$ cat config.mk
export PLATFORM = sky130hd
export DESIGN_NAME = cla32_mp_sequencer
export DESIGN_NICKNAME = d
export VERILOG_FILES = /design/src/rtl/cla32_mp_sequencer.sv
export SDC_FILE = /design/constraint.sdc
export NUM_CORES = 1
export LEC_CHECK = 0
export BUFFER_PORTS_ARGS = -buffer_cell sky130_fd_sc_hd__clkbuf_2
export CAP_MARGIN = 15
export CORE_ASPECT_RATIO = 0.8
export CORE_MARGIN = 3
export CORE_UTILIZATION = 55
export CTS_CLUSTER_SIZE = 28
export DETAILED_ROUTE_END_ITERATION = 8
export PLACE_DENSITY = 0.82
export REMOVE_ABC_BUFFERS = 1
export SLEW_MARGIN = 20
export SYNTH_ARGS = -nofsm -noshare
export SYNTH_HDL_FRONTEND = slang
export SYNTH_SLANG_ARGS = --single-unit
$ cat constraint.sdc
create_clock -name clk -period 15.9 [get_ports clk]
set_clock_uncertainty 0.05 [all_clocks]
set_input_delay 3.18 -clock clk [delete_from_list [all_inputs] [get_ports clk]]
set_output_delay 3.18 -clock clk [all_outputs]
set_load 0.005 [all_outputs]
$ cat src/rtl/cla32_mp_sequencer.sv
// Multi-precision add/subtract sequencer built around one 32-bit
// carry-lookahead adder. Operands of WORDS*32 bits are processed one
// word per cycle, least significant word first, with the carry chained
// through a register between words.

// 32-bit carry-lookahead adder: 4-bit lookahead groups joined by a
// group-level generate/propagate carry chain.
module cla32 (
    input  logic [31:0] a,
    input  logic [31:0] b,
    input  logic        ci,
    output logic [31:0] s,
    output logic        co
);
    logic [31:0] p;
    logic [31:0] g;
    logic [31:0] c;
    logic [7:0]  grp_p;
    logic [7:0]  grp_g;
    logic [8:0]  grp_c;

    assign p = a ^ b;
    assign g = a & b;

    // Group propagate/generate, group carries, then per-bit carries inside each group
    always_comb begin
        grp_p = '0;
        grp_g = '0;
        grp_c = '0;
        c     = '0;
        for (int j = 0; j < 8; j++) begin
            grp_p[j] = p[4*j+3] & p[4*j+2] & p[4*j+1] & p[4*j];
            grp_g[j] = g[4*j+3]
                     | (p[4*j+3] & g[4*j+2])
                     | (p[4*j+3] & p[4*j+2] & g[4*j+1])
                     | (p[4*j+3] & p[4*j+2] & p[4*j+1] & g[4*j]);
        end
        grp_c[0] = ci;
        for (int j = 0; j < 8; j++) begin
            grp_c[j+1] = grp_g[j] | (grp_p[j] & grp_c[j]);
        end
        for (int j = 0; j < 8; j++) begin
            c[4*j]   = grp_c[j];
            c[4*j+1] = g[4*j] | (p[4*j] & grp_c[j]);
            c[4*j+2] = g[4*j+1] | (p[4*j+1] & g[4*j])
                     | (p[4*j+1] & p[4*j] & grp_c[j]);
            c[4*j+3] = g[4*j+2] | (p[4*j+2] & g[4*j+1])
                     | (p[4*j+2] & p[4*j+1] & g[4*j])
                     | (p[4*j+2] & p[4*j+1] & p[4*j] & grp_c[j]);
        end
    end

    assign s  = p ^ c;
    assign co = grp_c[8];
endmodule

// Sequencer: start/busy/done handshake, operand latches, word index,
// carry register and the registered result.
module cla32_mp_sequencer #(
    parameter int WORDS = 4
) (
    input  logic                clk,
    input  logic                rst,
    input  logic                start,
    input  logic                sub,
    input  logic                ci_in,
    input  logic [WORDS*32-1:0] a,
    input  logic [WORDS*32-1:0] b,
    output logic                busy,
    output logic                done,
    output logic [WORDS*32-1:0] s,
    output logic                co,
    output logic                ovf
);
    localparam int IDX_W = (WORDS > 1) ? $clog2(WORDS) : 1;
    localparam logic [IDX_W-1:0] LAST_IDX = IDX_W'(WORDS - 1);
    localparam logic [IDX_W-1:0] IDX_ONE  = IDX_W'(1);

    typedef enum logic [1:0] {
        IDLE,
        RUN,
        DONE
    } state_t;

    state_t state;
    state_t state_next;
    logic   accept;

    logic [WORDS-1:0][31:0] a_lat;
    logic [WORDS-1:0][31:0] b_lat;
    logic                   sub_lat;
    logic                   carry_reg;
    logic [IDX_W-1:0]       idx;
    logic [WORDS-1:0][31:0] s_reg;
    logic                   co_reg;
    logic                   ovf_reg;

    logic [31:0] a_word;
    logic [31:0] b_eff_word;
    logic [31:0] sum_word;
    logic        sum_co;
    logic        last_word;

    // Subtraction is a + ~b + 1: invert B here, the +1 comes from carry_reg
    assign a_word     = a_lat[idx];
    assign b_eff_word = sub_lat ? ~b_lat[idx] : b_lat[idx];
    assign last_word  = (idx == LAST_IDX);

    cla32 u_cla32 (
        .a  (a_word),
        .b  (b_eff_word),
        .ci (carry_reg),
        .s  (sum_word),
        .co (sum_co)
    );

    // State register
    always_ff @(posedge clk or posedge rst) begin
        if (rst) begin
            state <= IDLE;
        end else begin
            state <= state_next;
        end
    end

    // Next-state and handshake decode; DONE can accept a new start directly
    always_comb begin
        state_next = state;
        accept     = 1'b0;
        busy       = 1'b0;
        done       = 1'b0;
        case (state)
            IDLE: begin
                if (start) begin
                    accept     = 1'b1;
                    state_next = RUN;
                end
            end
            RUN: begin
                busy = 1'b1;
                if (last_word) begin
                    state_next = DONE;
                end
            end
            DONE: begin
                done = 1'b1;
                if (start) begin
                    accept     = 1'b1;
                    state_next = RUN;
                end else begin
                    state_next = IDLE;
                end
            end
            default: begin
                state_next = IDLE;
            end
        endcase
    end

    // Operand capture on accept, then one word per RUN edge into the result
    always_ff @(posedge clk or posedge rst) begin
        if (rst) begin
            a_lat     <= '0;
            b_lat     <= '0;
            sub_lat   <= 1'b0;
            carry_reg <= 1'b0;
            idx       <= '0;
            s_reg     <= '0;
            co_reg    <= 1'b0;
            ovf_reg   <= 1'b0;
        end else if (accept) begin
            a_lat     <= a;
            b_lat     <= b;
            sub_lat   <= sub;
            carry_reg <= sub | ci_in;
            idx       <= '0;
        end else if (state == RUN) begin
            s_reg[idx] <= sum_word;
            carry_reg  <= sum_co;
            idx        <= idx + IDX_ONE;
            if (last_word) begin
                co_reg  <= sum_co;
                ovf_reg <= (a_word[31] == b_eff_word[31]) & (sum_word[31] != a_word[31]);
            end
        end
    end

    assign s   = s_reg;
    assign co  = co_reg;
    assign ovf = ovf_reg;
endmodule
==> out/metrics.yaml, run 1 <==
setup_violations: 0
cpPeakStageDelay_ns: 0.88
rr_worst_depth: 14
area_delta_synth_final_pct: 20.74
synthArstFlopShare_pct: 100.0
cp.arrival_ns: 5.82
ctsResizeCount: 0
postCtsSetupRepairBufs: 0
antenna_left: 0
crit_buf_inv: 1
worst_pin_slew_ns: 1.037
ys_types: 52
die_x_um: 206.2
finalCriticalPeriod_ns: 5.483
fin_cells: 2107
crit_cells: 14
min-delay-path-class: "reg2reg"
numPortBuffers: 392
cts.path.max_buffers: 3
cts.sinks: 392
post-route-drc-count: 0
n_antenna_cell: 0
critPathMaxFanout: 35
cp-start-kind: "register"
yosysTopAreaCellShare_pct: 55.63
fin_nets: 1971
grt_pass1_wl_um: 71930
r2r_end: "s[25]"
end_kind: "register"
h-tree-depth: 2
start_util_pct: 56.97
worst_path_max_delay_cell: "dfrtp_4"
fin_tns_setup_ns: 0
finalCritPeriodShare_pct: 34.48
syn_area_per_cell_um2: 13.63
ios: 393
grt_max_degree: 180
wirelength_um: 46060
fillers: 2149
clk_pin_slew_ns: 0.06
path_cells: "buf_4 > mux4_2 > xor2_1 > ha_1 > a211oi_2 > o21bai_2 > a21oi_4 > o31ai_2 > a21oi_1 > o21bai_2 > a21oi_1 > fa_1 > xor2_1 > o21ai_0"
grtUsageMet3_pct: 7.172
fp.dieH_um: 166.2
use_met2_pct: 43.52
routed_via_density: 5.731
syn_inst: 1294
synth-seq-cells: 392
globalplace.congestion: 0.8169
cts_buffers: 39
hold_viol: 0
globalRouteOverflowTotal: 0
core_area_mm2: 0.03095
cts_tree: "yes"
path_class: "reg2reg"
yosysSeqAreaShare_pct: 55.63
crit_required_ns: 16.24
dr.pass1.iters: 7
postCtsHoldBufs: 0
design_area_mm2: 0.02129
avgRoutedWirePerCell_um: 21.86
synth_edf_count: 0
ctsRootBufferMaster: "clkbuf_16"
busiest_layer: "met2"
grt_pass1_vias: 13030
synth_flop_cell: "dfrtp_1"
cp-endpoint: "s[25]"
max_freq_mhz: 182.4
maxSlewViolCount: 0
clk_latency_ns: 0.54
grtUsageMet1_pct: 36.13
postLayoutCoreUtil_pct: 68.79
ys_warn_count: 0
grt_setup_unrepaired: "no"
reg2reg_slack_ns: 10.42
track_usage_pct: 26.97
initialDrtViolationCount: 653
critPathLaunch: "idx[1]"
cp_top_family: "compound AO/OA/AOI/OAI gates"
place_inst: 2038
rows: 57
post_dp_cell_area_mm2: 0.01998
status: "finished clean"
ys_top_cells_by_area: "dfrtp_1, mux2_2, mux4_2"
dp_hpwl_um: 32790
die_area_mm2: 0.03426
r2r-start: "idx[1]"
syn-cell-area_mm2: 0.01763
cap_violations: 0
antenna_found_initial: 0
yosysTopAreaCell: "dfrtp_1"
drive_gt1_share_pct: 48.41
maxSlewHeadroom_pct: 30.89
vias: 12080
## final cells by class
class,count,area (um2),share of cell area (%)
well taps,413,516.7,2.427
repair buffers,404,2077,9.755
clock buffers,51,1101,5.171
flip-flops and latches,392,9818,46.11
multi-input cells,805,7473,35.10
clock inverters,18,207.7,0.9755
inverters,24,97.59,0.4584
## metal layers
| layer | up-vias | share of wire (%) | routed length [um] |
|---|---|---|---|
| met1 | 6160 | 41 | 19060 |
| met5 | - | 0 | 0 |
| li1 | 5369 | - | - |
| met3 | 102 | 7.8 | 3579 |
| met4 | 0 | 3.2 | 1475 |
| met2 | 445 | 48 | 21940 |
## worst reg2reg max path: stages (launching register included)
cell,delay (ns)
dfrtp_4,0.88
buf_4,0.66
mux4_2,0.42
xor2_1,0.20
ha_1,0.38
a211oi_2,0.08
o21bai_2,0.30
a21oi_4,0.15
o31ai_2,0.73
a21oi_1,0.27
o21bai_2,0.24
a21oi_1,0.12
fa_1,0.46
xor2_1,0.27
o21ai_0,0.12
## per-stage QoR
| stage | setup slack (ns) | hold WS [ns] |
|---|---|---|
| 2_1_floorplan | 0.07213 | 0.4226 |
| 3_3_place_gp | 10.18 | 0.4100 |
| 3_5_place_dp | 10.15 | 0.4197 |
| 4_1_cts | 10.36 | 0.4337 |
| 5_1_grt | 10.09 | 0.4459 |
| 6_report | 10.42 | 0.4291 |
## kinds of logic (layout without fill, tap and decap cells)
| family | after synthesis | after routing | share of synthesized area [%] |
|---|---|---|---|
| DFF | 392 | 392 | 55.63 |
| muxes | 329 | 329 | 25.10 |
| and+or+nand+nor | 195 | 195 | 4.697 |
| AOI/OAI and AO/OA | 184 | 184 | 6.350 |
| buffers and inverters | 97 | 497 | 2.093 |
| xor gates and xnor gates | 53 | 53 | 2.675 |
| adders and majority gates | 44 | 44 | 3.462 |
## how the worst min path moves through the flow
stage / depth (start not counted) / startpoint / end
floorplan: 2 / ovf / ovf
global placement: 2 / s[60] / s[60]
detailed placement: 2 / s[24] / s[24]
CTS: 2 / s[109] / s[109]
global route: 2 / s[24] / s[24]
finish: 2 / s[99] / s[99]
## cells in the mapped netlist (all sizes together) (5+ instances only)
cell / instances
a31oi: 5
dfrtp: 392
nor2: 13
inv: 24
nand2b: 6
ha: 36
nand2: 138
fa: 8
xor2: 46
o21ai: 127
and3: 6
xnor2: 7
a21o: 12
nand3: 10
or3: 6
a21oi: 13
mux2: 265
mux4: 64
o21bai: 6
clkbuf: 60
buf: 13
## layout by cell type, fill, tap and decap left out, types with 5 or more instances in the layout
cell | Yosys | routed
clkinv_2 | 0 | 9
nand2_1 | 138 | 134
a21oi_1 | 11 | 11
xnor2_1 | 7 | 7
clkbuf_8 | 0 | 8
clkbuf_16 | 0 | 39
buf_4 | 0 | 10
ha_1 | 36 | 36
nor2_1 | 13 | 13
a21o_1 | 12 | 12
mux2_2 | 265 | 265
and3_1 | 6 | 6
xor2_1 | 45 | 45
o21ai_0 | 109 | 109
mux4_2 | 64 | 64
clkbuf_2 | 0 | 392
a31oi_1 | 5 | 5
nand2b_1 | 6 | 6
dfrtp_1 | 392 | 389
inv_1 | 24 | 23
o21ai_1 | 17 | 17
nand3_1 | 10 | 10
or3_1 | 6 | 6
fa_1 | 8 | 8
Power of run 1 is left out: the tool's default activity adds up to more than one toggle a clock period on the data nets, which glitch-free logic cannot reach.
==> inputs of run 2 (changes only) <==
- CORE_UTILIZATION: 55 -> 49
- PLACE_DENSITY: 0.82 -> 0.77
- clock period: 15.9 -> 4.55 ns (I/O delays scaled with it)
==> out/metrics.yaml, run 2 (same netlist as run 1, synthesis figures left out) <==
ios: 393  # unchanged
place_ws_ns: -0.1066  # -10.25 ns
cts.path.max_buffers: 3  # unchanged
min-delay-path-class: "reg2reg"
die_area_mm2: 0.03832  # +12%
path_cells: "buf_12 > mux4_2 > xor2_1 > ha_1 > a21oi_1 > o21ai_0 > a31oi_1 > o31a_1 > o21ai_2 > a21oi_1 > fa_1 > xor2_2 > o21ai_0"
start_util_pct: 50.23  # -6.7 points
place_inst: 2109  # +3.5%
cp-start-kind: "register"
dr.pass1.iters: 5  # -2
finalCriticalPeriod_ns: 4.281  # -1.201 ns
avgRoutedWirePerCell_um: 21.47  # -1.8%
numPortBuffers: 392  # unchanged
hold_viol: 0  # unchanged
rows: 61  # +7.0%
cts_buffers: 39  # unchanged
antenna_found_initial: 5  # +5
antenna_left: 0  # unchanged
wirelength_um: 46830  # +1.7%
routed.top_layer: "met5"
grt_pass1_wl_um: 72760  # +1.2%
fp.dieH_um: 175.7  # +5.7%
globalRouteOverflowTotal: 0  # unchanged
maxSlewHeadroom_pct: 36.72  # +5.8 points
postCtsHoldBufs: 0  # unchanged
critPathMaxFanout: 25  # -29%
track_usage_pct: 24.52  # -2.4 points
ctsRootBufferMaster: "clkbuf_16"
routed_via_density: 5.503  # -4.0%
path_class: "reg2reg"
finalCritPeriodShare_pct: 94.10  # +60 points
setup_violations: 0  # unchanged
wl_met2_um: 22340  # +1.8%
worst_path_max_delay_cell: "mux4_2"
mostFrequentLayoutCell: "clkbuf_2"
worst_pin_slew_ns: 0.9492  # -0.08744 ns
n_antenna_cell: 0  # unchanged
layout_common_cells: "clkbuf_2, dfrtp_1, mux2_2, nand2_1, o21ai_0"
vias: 12000  # -0.62%
dr_wl_met3_um: 3676  # +2.7%
die_x_um: 218.1  # +5.8%
setup_ws_ns: 0.2687  # -10.15 ns
globalplace.congestion: 0.8218  # +0.60%
cp.arrival_ns: 4.62  # -1.20 ns
grt_max_degree: 141  # -22%
drive_gt1_share_pct: 48.98  # +0.57 points
h-tree-depth: 2  # unchanged
grt_setup_unrepaired: "no"
dp_hpwl_um: 34250  # +4.5%
crit_buf_inv: 1  # unchanged
crit_required_ns: 4.89  # -11.35 ns
fin_cells: 2181  # +3.5%
fillers: 2753  # +28%
clk_pin_slew_ns: 0.06  # about the same
grt_pass1_vias: 12790  # -1.9%
met1_length_um: 19580  # +2.7%
initialDrtViolationCount: 785  # +20%
clk_latency_ns: 0.54  # about the same
cts_tree: "yes"
post-route-drc-count: 0  # unchanged
max_freq_mhz: 233.6  # +28%
fin_nets: 1984  # +0.66%
end_kind: "register"
area_delta_synth_final_pct: 22.06
cts.sinks: 392  # unchanged
cp_top_family: "compound AO/OA/AOI/OAI gates"
cpPeakStageDelay_ns: 0.53  # -0.35 ns
cap_violations: 0  # unchanged
maxSlewViolCount: 0  # unchanged
core_area_mm2: 0.03511  # +13%
status: "finished clean"
==> run 2: changes by cell type in the layout (fill, tap and decap cells not counted), moves of 2 or more <==
cell / delta
bufinv_16: -3
clkinv_2: +4
buf_4: +8
inv_6: -3
buf_12: +4
clkbuf_16: +2
clkbuf_8: +3
==> run 2: area by class of cell <==
type | count | area, um2 | share of cell area [%]
clock buffers | 56 | 1192 | 5.540
clock inverters | 15 | 103.9 | 0.4825
inverters | 24 | 97.59 | 0.4534
multi-input cells | 805 | 7493 | 34.81
flip-flops and latches | 392 | 9818 | 45.61
well taps | 472 | 590.6 | 2.744
repair buffers | 417 | 2228 | 10.35
==> run 2: path summary, 6_finish.rpt <==
check / to / cells past startpoint / slack [ns] / startpoint
worst max-delay path: s[125] / 13 / 0.27 / idx[0]
worst min-delay path: s[84] / 2 / 0.43 / s[84]
worst max register to register: s[125] / 13 / 0.27 / idx[0]
worst min register to register: s[84] / 2 / 0.43 / s[84]
max in group asynchronous: s[111] / 3 / 2.87 / rst
min in group asynchronous: a_lat[97] / 2 / 0.51 / rst
==> run 2: timing repair <==
item	in CTS	in global routing
setup endpoints to repair	4	13
buffers inserted	0	1
pin swaps	0	1
gates resized for setup	1	3
cloned	0	0
==> run 2: metrics by stage <==
step / util [%] / cell area [um2] / setup TNS (ns) / hold WS [ns]
2_1_floorplan: - / 17360 / -5283.05 / 0.4226
3_3_place_gp: 57.53 / 20200 / 0 / 0.4100
3_5_place_dp: 57.53 / 20200 / -0.3240 / 0.4198
4_1_cts: 61.24 / 21500 / 0 / 0.4330
5_1_grt: 61.31 / 21520 / 0 / 0.4588
6_report: 61.31 / 21520 / 0 / 0.4272
==> run 2: per-layer routing <==
metal | global-route usage [%] | vias to the layer above
met5 | 0 | -
met4 | 6.601 | 10
met3 | 6.226 | 90
met2 | 40.20 | 394
met1 | 32.89 | 6095
li1 | - | 5412
==> run 2: worst reg2reg max path, cell delays in order (launching register included) <==
cell     delay, ns
dfrtp_4       0.52
buf_12        0.23
mux4_2        0.55
xor2_1        0.16
ha_1          0.38
a21oi_1       0.09
o21ai_0       0.39
a31oi_1       0.24
o31a_1        0.22
o21ai_2       0.26
a21oi_1       0.14
fa_1          0.47
xor2_2        0.29
o21ai_0       0.14
Power of run 2 is left out for the same reason.
